File: src/rtl/verifier_compute_v1v2_pkg.sv
// Shared prime-field definitions (width, modulus, add/sub/mul) and the verifier FSM state encoding.
// Every field function returns a value strictly below F_Q when given operands below F_Q.
package verifier_compute_v1v2_pkg;

    localparam int F_NBITS = 16;
    localparam logic [F_NBITS-1:0] F_Q = 16'd65521;

    typedef enum logic [1:0] {
        ST_IDLE = 2'd0,
        ST_FOLD = 2'd1,
        ST_DONE = 2'd2
    } state_t;

    function automatic logic [F_NBITS-1:0] f_add(input logic [F_NBITS-1:0] a, input logic [F_NBITS-1:0] b);
        logic [F_NBITS:0] s;
        s = {1'b0, a} + {1'b0, b};
        if (s >= {1'b0, F_Q}) s = s - {1'b0, F_Q};
        return s[F_NBITS-1:0];
    endfunction

    // a + F_Q - b never underflows, and a single conditional subtract brings it back into range
    function automatic logic [F_NBITS-1:0] f_sub(input logic [F_NBITS-1:0] a, input logic [F_NBITS-1:0] b);
        logic [F_NBITS:0] s;
        s = {1'b0, a} + {1'b0, F_Q} - {1'b0, b};
        if (s >= {1'b0, F_Q}) s = s - {1'b0, F_Q};
        return s[F_NBITS-1:0];
    endfunction

    function automatic logic [F_NBITS-1:0] f_mul(input logic [F_NBITS-1:0] a, input logic [F_NBITS-1:0] b);
        logic [2*F_NBITS-1:0] p;
        p = {{F_NBITS{1'b0}}, a} * {{F_NBITS{1'b0}}, b};
        p = p % {{F_NBITS{1'b0}}, F_Q};
        return p[F_NBITS-1:0];
    endfunction

endpackage

File: src/rtl/verifier_compute_v1v2_if.sv
// Request/result bundle between the verifier sequencer (master) and the V(w1)/V(w2) evaluator (slave).
interface verifier_compute_v1v2_if
    import verifier_compute_v1v2_pkg::*;
#(
    parameter int nInputs = 8,
    parameter int nInBits = $clog2(nInputs)
);
    logic                              en;
    logic [nInputs-1:0][F_NBITS-1:0]   in_vals;
    logic [nInBits-1:0][F_NBITS-1:0]   w1_vals;
    logic [nInBits-1:0][F_NBITS-1:0]   w2_vals;
    logic [F_NBITS-1:0]                v1_val;
    logic [F_NBITS-1:0]                v2_val;
    logic                              ready;

    modport master (output en, in_vals, w1_vals, w2_vals, input v1_val, v2_val, ready);
    modport slave  (input en, in_vals, w1_vals, w2_vals, output v1_val, v2_val, ready);
endinterface

File: src/rtl/verifier_compute_v1v2_mle_fold_lane.sv
// One multilinear-extension fold lane: value table, captured point, one field multiply per cycle.
// fold_out is combinational from the current table/point; the table updates in place on fold.
module verifier_mle_fold_lane
    import verifier_compute_v1v2_pkg::*;
#(
    parameter  int nInBits = 3,
    localparam int N_TBL   = 1 << nInBits,
    localparam int RW      = (nInBits > 1) ? $clog2(nInBits) : 1
) (
    input  logic                             clk,
    input  logic                             load,
    input  logic                             fold,
    input  logic [N_TBL-1:0][F_NBITS-1:0]    vals,
    input  logic [nInBits-1:0][F_NBITS-1:0]  w_vals,
    input  logic [RW-1:0]                    round,
    input  logic [nInBits-1:0]               k,
    output logic [F_NBITS-1:0]               fold_out
);
    logic [F_NBITS-1:0]               tbl [N_TBL];
    logic [nInBits-1:0][F_NBITS-1:0]  w_q;
    logic [nInBits-1:0]               lo_idx;
    logic [nInBits-1:0]               hi_idx;
    logic [F_NBITS-1:0]               lo;
    logic [F_NBITS-1:0]               hi;

    // Writes land at k while reads come from 2k/2k+1, so in-place folding never clobbers unread data.
    assign lo_idx   = k << 1;
    assign hi_idx   = lo_idx | nInBits'(1);
    assign lo       = tbl[lo_idx];
    assign hi       = tbl[hi_idx];
    assign fold_out = f_add(lo, f_mul(w_q[round], f_sub(hi, lo)));

    always_ff @(posedge clk) begin
        if (load) begin
            for (int j = 0; j < N_TBL; j++) tbl[j] <= vals[j];
            w_q <= w_vals;
        end else if (fold) begin
            tbl[k] <= fold_out;
        end
    end
endmodule

File: src/rtl/verifier_compute_v1v2.sv
// Evaluates the multilinear extension of in_vals at w1 and w2 with two lockstep fold lanes.
// en accepted in IDLE/DONE; ready and results appear 2^nInBits-1 edges later and hold until the next en.
module verifier_compute_v1v2
    import verifier_compute_v1v2_pkg::*;
#(
    parameter int nInputs = 8,
    parameter int nInBits = $clog2(nInputs)
) (
    input  logic                       clk,
    input  logic                       rstb,
    verifier_compute_v1v2_if.slave     bus
);
    localparam int N_TBL = 1 << nInBits;
    localparam int RW    = (nInBits > 1) ? $clog2(nInBits) : 1;

    state_t                        state, state_n;
    logic [RW-1:0]                 round, round_n;
    logic [nInBits-1:0]            k, k_n, k_last;
    logic                          ready_q, ready_n;
    logic [F_NBITS-1:0]            v1_q, v1_n, v2_q, v2_n;
    logic                          load, fold;
    logic [F_NBITS-1:0]            f1, f2;
    logic [N_TBL-1:0][F_NBITS-1:0] padded;
    logic [31:0]                   span;

    always_comb begin
        padded = '0;
        for (int j = 0; j < nInputs; j++) padded[j] = bus.in_vals[j];
    end

    verifier_mle_fold_lane #(.nInBits(nInBits)) u_lane1 (
        .clk(clk), .load(load), .fold(fold), .vals(padded), .w_vals(bus.w1_vals),
        .round(round), .k(k), .fold_out(f1)
    );

    verifier_mle_fold_lane #(.nInBits(nInBits)) u_lane2 (
        .clk(clk), .load(load), .fold(fold), .vals(padded), .w_vals(bus.w2_vals),
        .round(round), .k(k), .fold_out(f2)
    );

    always_ff @(posedge clk or negedge rstb) begin
        if (!rstb) begin
            state   <= ST_IDLE;
            round   <= '0;
            k       <= '0;
            ready_q <= 1'b0;
            v1_q    <= '0;
            v2_q    <= '0;
        end else begin
            state   <= state_n;
            round   <= round_n;
            k       <= k_n;
            ready_q <= ready_n;
            v1_q    <= v1_n;
            v2_q    <= v2_n;
        end
    end

    always_comb begin
        state_n = state;
        round_n = round;
        k_n     = k;
        ready_n = ready_q;
        v1_n    = v1_q;
        v2_n    = v2_q;
        load    = 1'b0;
        fold    = 1'b0;
        // Round r halves the live table, so it ends at k = 2^(nInBits-1-r) - 1.
        span    = 32'(N_TBL) >> (32'(round) + 32'd1);
        k_last  = nInBits'(span - 32'd1);
        case (state)
            ST_IDLE, ST_DONE: begin
                if (bus.en) begin
                    load    = 1'b1;
                    round_n = '0;
                    k_n     = '0;
                    ready_n = 1'b0;
                    state_n = ST_FOLD;
                end
            end
            ST_FOLD: begin
                fold = 1'b1;
                if (k == k_last) begin
                    k_n = '0;
                    if (round == RW'(nInBits - 1)) begin
                        round_n = '0;
                        ready_n = 1'b1;
                        v1_n    = f1;
                        v2_n    = f2;
                        state_n = ST_DONE;
                    end else begin
                        round_n = round + 1'b1;
                    end
                end else begin
                    k_n = k + 1'b1;
                end
            end
            default: state_n = ST_IDLE;
        endcase
    end

    assign bus.ready  = ready_q;
    assign bus.v1_val = v1_q;
    assign bus.v2_val = v2_q;
endmodule

File: src/flat_wrapper.sv
// flat-port wrapper written by rule: the top's interface ports become plain ports
module verifier_compute_v1v2_flat import verifier_compute_v1v2_pkg::*;
#(
    parameter int nInputs = 8,
    parameter int nInBits = $clog2(nInputs)
)
  (clk, rstb, bus_en, bus_in_vals, bus_w1_vals, bus_w2_vals, bus_v1_val, bus_v2_val, bus_ready);
  verifier_compute_v1v2_if #(.nInputs(nInputs), .nInBits(nInBits)) bus_i ();
  input  logic clk;
  input  logic rstb;
  input wire logic [$bits(bus_i.en)-1:0] bus_en;
  input wire logic [$bits(bus_i.in_vals)-1:0] bus_in_vals;
  input wire logic [$bits(bus_i.w1_vals)-1:0] bus_w1_vals;
  input wire logic [$bits(bus_i.w2_vals)-1:0] bus_w2_vals;
  output wire logic [$bits(bus_i.v1_val)-1:0] bus_v1_val;
  output wire logic [$bits(bus_i.v2_val)-1:0] bus_v2_val;
  output wire logic [$bits(bus_i.ready)-1:0] bus_ready;
  assign bus_i.en = bus_en;
  assign bus_i.in_vals = bus_in_vals;
  assign bus_i.w1_vals = bus_w1_vals;
  assign bus_i.w2_vals = bus_w2_vals;
  assign bus_v1_val = bus_i.v1_val;
  assign bus_v2_val = bus_i.v2_val;
  assign bus_ready = bus_i.ready;
  verifier_compute_v1v2 #(.nInputs(nInputs), .nInBits(nInBits)) u_core (.clk(clk), .rstb(rstb), .bus(bus_i));
endmodule
File: config.mk
export PLATFORM = sky130hd
export DESIGN_NAME = verifier_compute_v1v2_flat
export DESIGN_NICKNAME = d
export VERILOG_FILES = /design/src/rtl/verifier_compute_v1v2_pkg.sv /design/src/rtl/verifier_compute_v1v2_if.sv /design/src/rtl/verifier_compute_v1v2_mle_fold_lane.sv /design/src/rtl/verifier_compute_v1v2.sv /design/src/flat_wrapper.sv
export SDC_FILE = /design/constraint.sdc
export NUM_CORES = 2
export LEC_CHECK = 0
export ABC_AREA = 1
export BUFFER_PORTS_ARGS = -buffer_cell sky130_fd_sc_hd__clkbuf_2
export CORE_AREA = 3 3 303 305
export CTS_CLUSTER_SIZE = 24
export DETAILED_ROUTE_END_ITERATION = 12
export DIE_AREA = 0 0 306 308
export PLACE_DENSITY = 0.91
export SLEW_MARGIN = 10
export SYNTH_ARGS = -nofsm -noshare
export SYNTH_HDL_FRONTEND = slang
export SYNTH_SLANG_ARGS = --single-unit
File: constraint.sdc
create_clock -name clk -period 47.8 [get_ports clk]
set_input_delay 2.39 -clock clk [delete_from_list [all_inputs] [get_ports clk]]
set_output_delay 2.39 -clock clk [all_outputs]
set_load 0.005 [all_outputs]
Word level (Yosys, flattened, before mapping) --
Memories as Yosys holds them, arrays and structs flattened. Cells that the tools add are included.
Word-level totals: bits in registers 136, memory bits (writable) 256, bits of input ports 227, output and inout port bits 33, word-level logic and storage cells 92, memories 2
Operators by class: $add $sub $neg 14, $mul 2, divide/modulo/power cells 2, order comparisons 5, equal/unequal tests 7, shift-type cells 1, muxes and demuxes 37, reduce and logical (&&, ||, !) cells 10
Memories:
- u_core.u_lane1.tbl | depth 8, width 16, rd ports 2, clocked after Yosys merged registers in 0, wr ports 8, line verifier_compute_v1v2_mle_fold_lane.sv:19 | logic [F_NBITS-1:0] tbl [N_TBL];
- u_core.u_lane2.tbl | depth 8, width 16, rd ports 2, clocked after Yosys merged registers in 0, wr ports 8, line verifier_compute_v1v2_mle_fold_lane.sv:19
Operators by type and width (number):
- 16-bit 2-to-1 mux | 8
- 17-bit by 16-bit >= comparator with 1-bit output (second input constant) | 4
- 16-bit binary-select mux with 2-bit select | 2
- 32-bit by 16-bit modulo with 32-bit output (second input constant) | 2
- 16-bit by 16-bit multiplier with 32-bit output | 2
- 16-bit subtractor (second input constant) | 4
- 16-bit by 16-bit adder with 17-bit output | 2
- 16-bit by 16-bit adder with 17-bit output (second input constant) | 2
- 17-bit by 16-bit subtractor with 17-bit output | 2
- 16-bit OR reduction | 2
- 4-bit by 32-bit right shift with 3-bit output (first input constant) | 1
- 1-bit 2-to-1 mux | 13
- 2-bit 2-to-1 mux | 6
- 3-bit 2-to-1 mux | 4
- 3-bit AND reduction | 3
- 2-bit one-hot mux with 2 select lines | 2
- 3-bit one-hot mux with 2 select lines | 1
- 2-bit equality test (second input constant) | 2
- 2-bit by 1-bit inequality test with 1-bit output (second input constant) | 2
- 4-bit AND reduction | 1
- 2-bit by 1-bit adder with 3-bit output (second input constant) | 1
- 3-bit by 1-bit adder with 3-bit output (second input constant) | 1
- 3-bit equality test | 1
- 2-bit by 3-bit less-than comparator with 1-bit output (second input constant) | 1
- 9 further kinds | 9

Logic depth before layout (Yosys ltp) --
An unclocked memory read counts as a cell.
depth after elaboration 11, depth in mapped cells 226, mapped depth without buffers 213

Modules after synthesis --
A second synthesis with hierarchy kept.
Unflattened totals: cell total of the unflattened synthesis 9623, area, all modules 67856.3 µm²
By module, submodules not included:
- verifier_mle_fold_lane at u_core.u_lane2 | instances 1, cells an instance 4647, area each 33519.6 µm², sequential area each 5285.1 µm²
- verifier_mle_fold_lane at u_core.u_lane1 | instances 1, cells an instance 4781, area each 32541.2 µm², sequential area each 5285.1 µm²
- verifier_compute_v1v2 | instances 1, cells an instance 195, area each 1795.5 µm², sequential area each 1001.0 µm²

Worst setup path before layout --
Ideal clock, no wire load.
path type register -> register, start point register u_core.k[0], end point memory u_core.u_lane1.tbl[0][6] (data pin), setup time 267 ps, data arrival time 25676 ps, data required time 47533 ps, slack 21857 ps, stages on the path, launching flop included 192, buffers on the path 18, period minus slack after synthesis 25943 ps, cells stage by stage dfrtp_1 > inv_1 > clkbuf_1 > clkbuf_1 > nand2_1 > a32oi_1 > inv_1 > ha_1 > ha_1 > a21oi_1 > inv_1 > a31oi_1 > or2_2 > nand2_1 > a21oi_1 > o21ai_0 > inv_1 > o31ai_1 > [... 156 more ...] > o21ai_0 > a21o_1 > nand3_1 > nand2_1 > xor2_1 > inv_1 > nor2_1 > inv_1 > nor4_1 > nand2_1 > nand2_1 > inv_1 > nand3_1 > buf_1 > nand3_1 > xor2_1 > inv_1 > o21ai_0
RTL lines:
- start: declaration | line verifier_compute_v1v2.sv:18 | logic [nInBits-1:0] k, k_n, k_last;
- start signal: assignment | line verifier_compute_v1v2.sv:52 | k <= k_n;
- end: declaration | line verifier_compute_v1v2_mle_fold_lane.sv:19

==> run metrics <==
most common cell after layout, fill and taps aside=nand2_1; slowest CP cell=xor2_1; CP Class=flop to flop; routed wire length=193000 µm; largest net degree at the start of global routing=84; IO Pins=260; most frequent cells in the layout=2680 x nand2_1, 1512 x inv_1, 944 x nor2_1; antenna violations before repair=9; mean number of vias per cell=5.90; Hold Crit Start=u_core.bus.v2_val[9]$_DFFE_PN0P_; final setup vio count=0; synth warn=0; critical path's most frequent cell=nand2_1; #FFs+latches synth=392; number of remaining DRC errors=0; Area Growth Syn to Fin=5.13%; vias in the first global route=60700; Starting DRT DRC Count=approximately 8000; drt wl/cell=18.0 µm; CTS max path bufs=3; Worst Setup End Kind=flop; FP Rows=110; clock skew=35.1 ps; Worst-path clk slew=70 ps; Yosys cell types=78; Clk Latency, worst-skew pair=630 ps; DRT Pass-1 Iters=9; initial core utilization=around 69%; Critical Path Start Type=flop; Filler cells=7151; core area=between 80000 and 90000 µm²; Sink Count=392; Post-DRT Antenna Nets=0; number of synthesized flops with an enable pin=352; post-CTS setup buffers=0; post-DP HPWL=153000 µm; GP Congestion=1.02; register area share after synthesis=~19%; Chip Height=around 300 µm; required time of the worst setup path=48240 ps; Remaining Overflow, GRT=0; Die Footprint=approximately 94000 µm²; max-slew violation count=0; worst slew pin tran=1340 ps; ys async rst share=between 10 and 15%; status=finished, final reports clean; CTS tree=built; arrival time at the worst endpoint=37470 ps; nets=10400; total CTS buffers=40; Post-CTS Resized=0; Synth Area per Inst=between 6 and 7 µm²; TNS Setup=0 ps; RSZ-0062 raised after global routing=no; slowest stage delay, CP=880 ps; share of cells above drive strength 1=12.6%; Primary FF master, synth=edfxtp_1; crit path max fanout=72; clock tree root buffer cell=clkbuf_16; Cells after Synth=9338; Final period util=77.5%; Global Route Usage Sum=roughly 40%; crit path from=u_core.k[0]$_DFFE_PN0P_; IO buf count=259; H-tree depth=2; max-capacitance violation count=0; worst r2r src=u_core.k[0]$_DFFE_PN0P_; Post-Syn Nets=10300; Vias=63100; max frequency=27.0 MHz; Final Hold Viols=0; chip width=306 µm; first-pass GRT wire length=307000 µm; area taken by multi-input logic gates=43300 µm²; min-delay worst type=flop to flop; fin crit period=37030 ps; cts hold-fix bufs=0; worst rel slew slack=about 11%; FF+latch area=11600 µm²; synthesized cell area=62300 µm²
## critical path: cells and delay by family (launching register included)
kind | cells | cell delay [ps]
buffers and inverters | 20 | 3510
adder cells (fa/ha/maj) | 12 | 5090
XOR/XNOR | 5 | 2400
AO/OA/AOI/OAI | 23 | 4800
AND/OR/NAND/NOR | 123 | 20170
flip-flops | 1 | 740
## Yosys cell counts, drive strengths merged (57+ instances only)
| library cell | number | area share (%) |
|---|---|---|
| nor3 | 57 | 0.47 |
| or2 | 80 | 0.80 |
| o21ai | 512 | 4.2 |
| xor2 | 195 | 2.8 |
| clkbuf | 141 | 0.93 |
| nand4 | 112 | 1.2 |
| a21oi | 159 | 1.4 |
| nand2 | 3092 | 21 |
| ha | 323 | 6.5 |
| inv | 1583 | 9.6 |
| edfxtp | 352 | 17 |
| buf | 70 | 1.1 |
| nand3 | 765 | 6.9 |
| fa | 392 | 13 |
| nor2 | 1087 | 7.5 |
## registers in the layout, summed over array words and instances, names as in the netlist
signal	flops
u_core.u_lane1.w_q	48
u_core.k	3
u_core.state	2
u_core.u_lane2.tbl	128
u_core.bus.v1_val	16
u_core.u_lane2.w_q	48
u_core.bus.ready	1
u_core.bus.v2_val	16
u_core.round	2
u_core.u_lane1.tbl	128
## final cells by class
cell class | instances | area share, %
diodes | 8 | 0.0306
clock buffers | 51 | 1.59
clock inverters | 22 | 0.258
inverters | 1627 | 9.39
multi-input cells | 7108 | 66.1
flip-flops and latches | 392 | 17.7
well taps | 1176 | 2.25
repair buffers | 318 | 2.66
## cells by family after synthesis
logic type | share of synthesized area, %
adders and majority gates | 19.1
buffers and inverters | 11.9
and+or+nand+nor | 38.8
DFF | 18.6
xor gates and xnor gates | 3.55
AOI/OAI and AO/OA | 8.11
## stage by stage
step / utilization (%) / hold WS (ps) / setup slack [ps] / instances / instance area (µm²)
after floorplan: - / 474 / 21860 / 9338 / 62300
after global placement: 71.7 / 465 / 12380 / 10600 / 64200
after detailed placement: 71.7 / 477 / 11990 / 10600 / 64200
after CTS: 73.0 / 493 / 11760 / 10700 / 65400
after global routing: 73.0 / 517 / 7920 / 10700 / 65400
final: 73.1 / 491 / 10770 / 10700 / 65500
## layer usage
metal / wire, µm / up-vias / global-route usage, %
li1: - / 29600 / -
met1: 71400 / 29100 / 48.9
met2: 90300 / 3596 / 67.3
met3: 20500 / 776 / 8.79
met4: 10300 / 4 / 19.2
met5: 111 / - / 0
## worst paths after layout
check	slack, ps	cells after the start	to
max	10770	183	u_core.u_lane2.tbl[4][14]$_DFFE_PP_
min	490	2	u_core.bus.v2_val[9]$_DFFE_PN0P_
max reg2reg	10770	183	u_core.u_lane2.tbl[4][14]$_DFFE_PP_
min reg2reg	490	2	u_core.bus.v2_val[9]$_DFFE_PN0P_
max in group asynchronous	45450	2	u_core.k[0]$_DFFE_PN0P_
min in group asynchronous	1870	2	u_core.bus.v2_val[3]$_DFFE_PN0P_
Power is left out: the tool's default activity adds up to more than one toggle a clock period on the data nets, which glitch-free logic cannot reach.
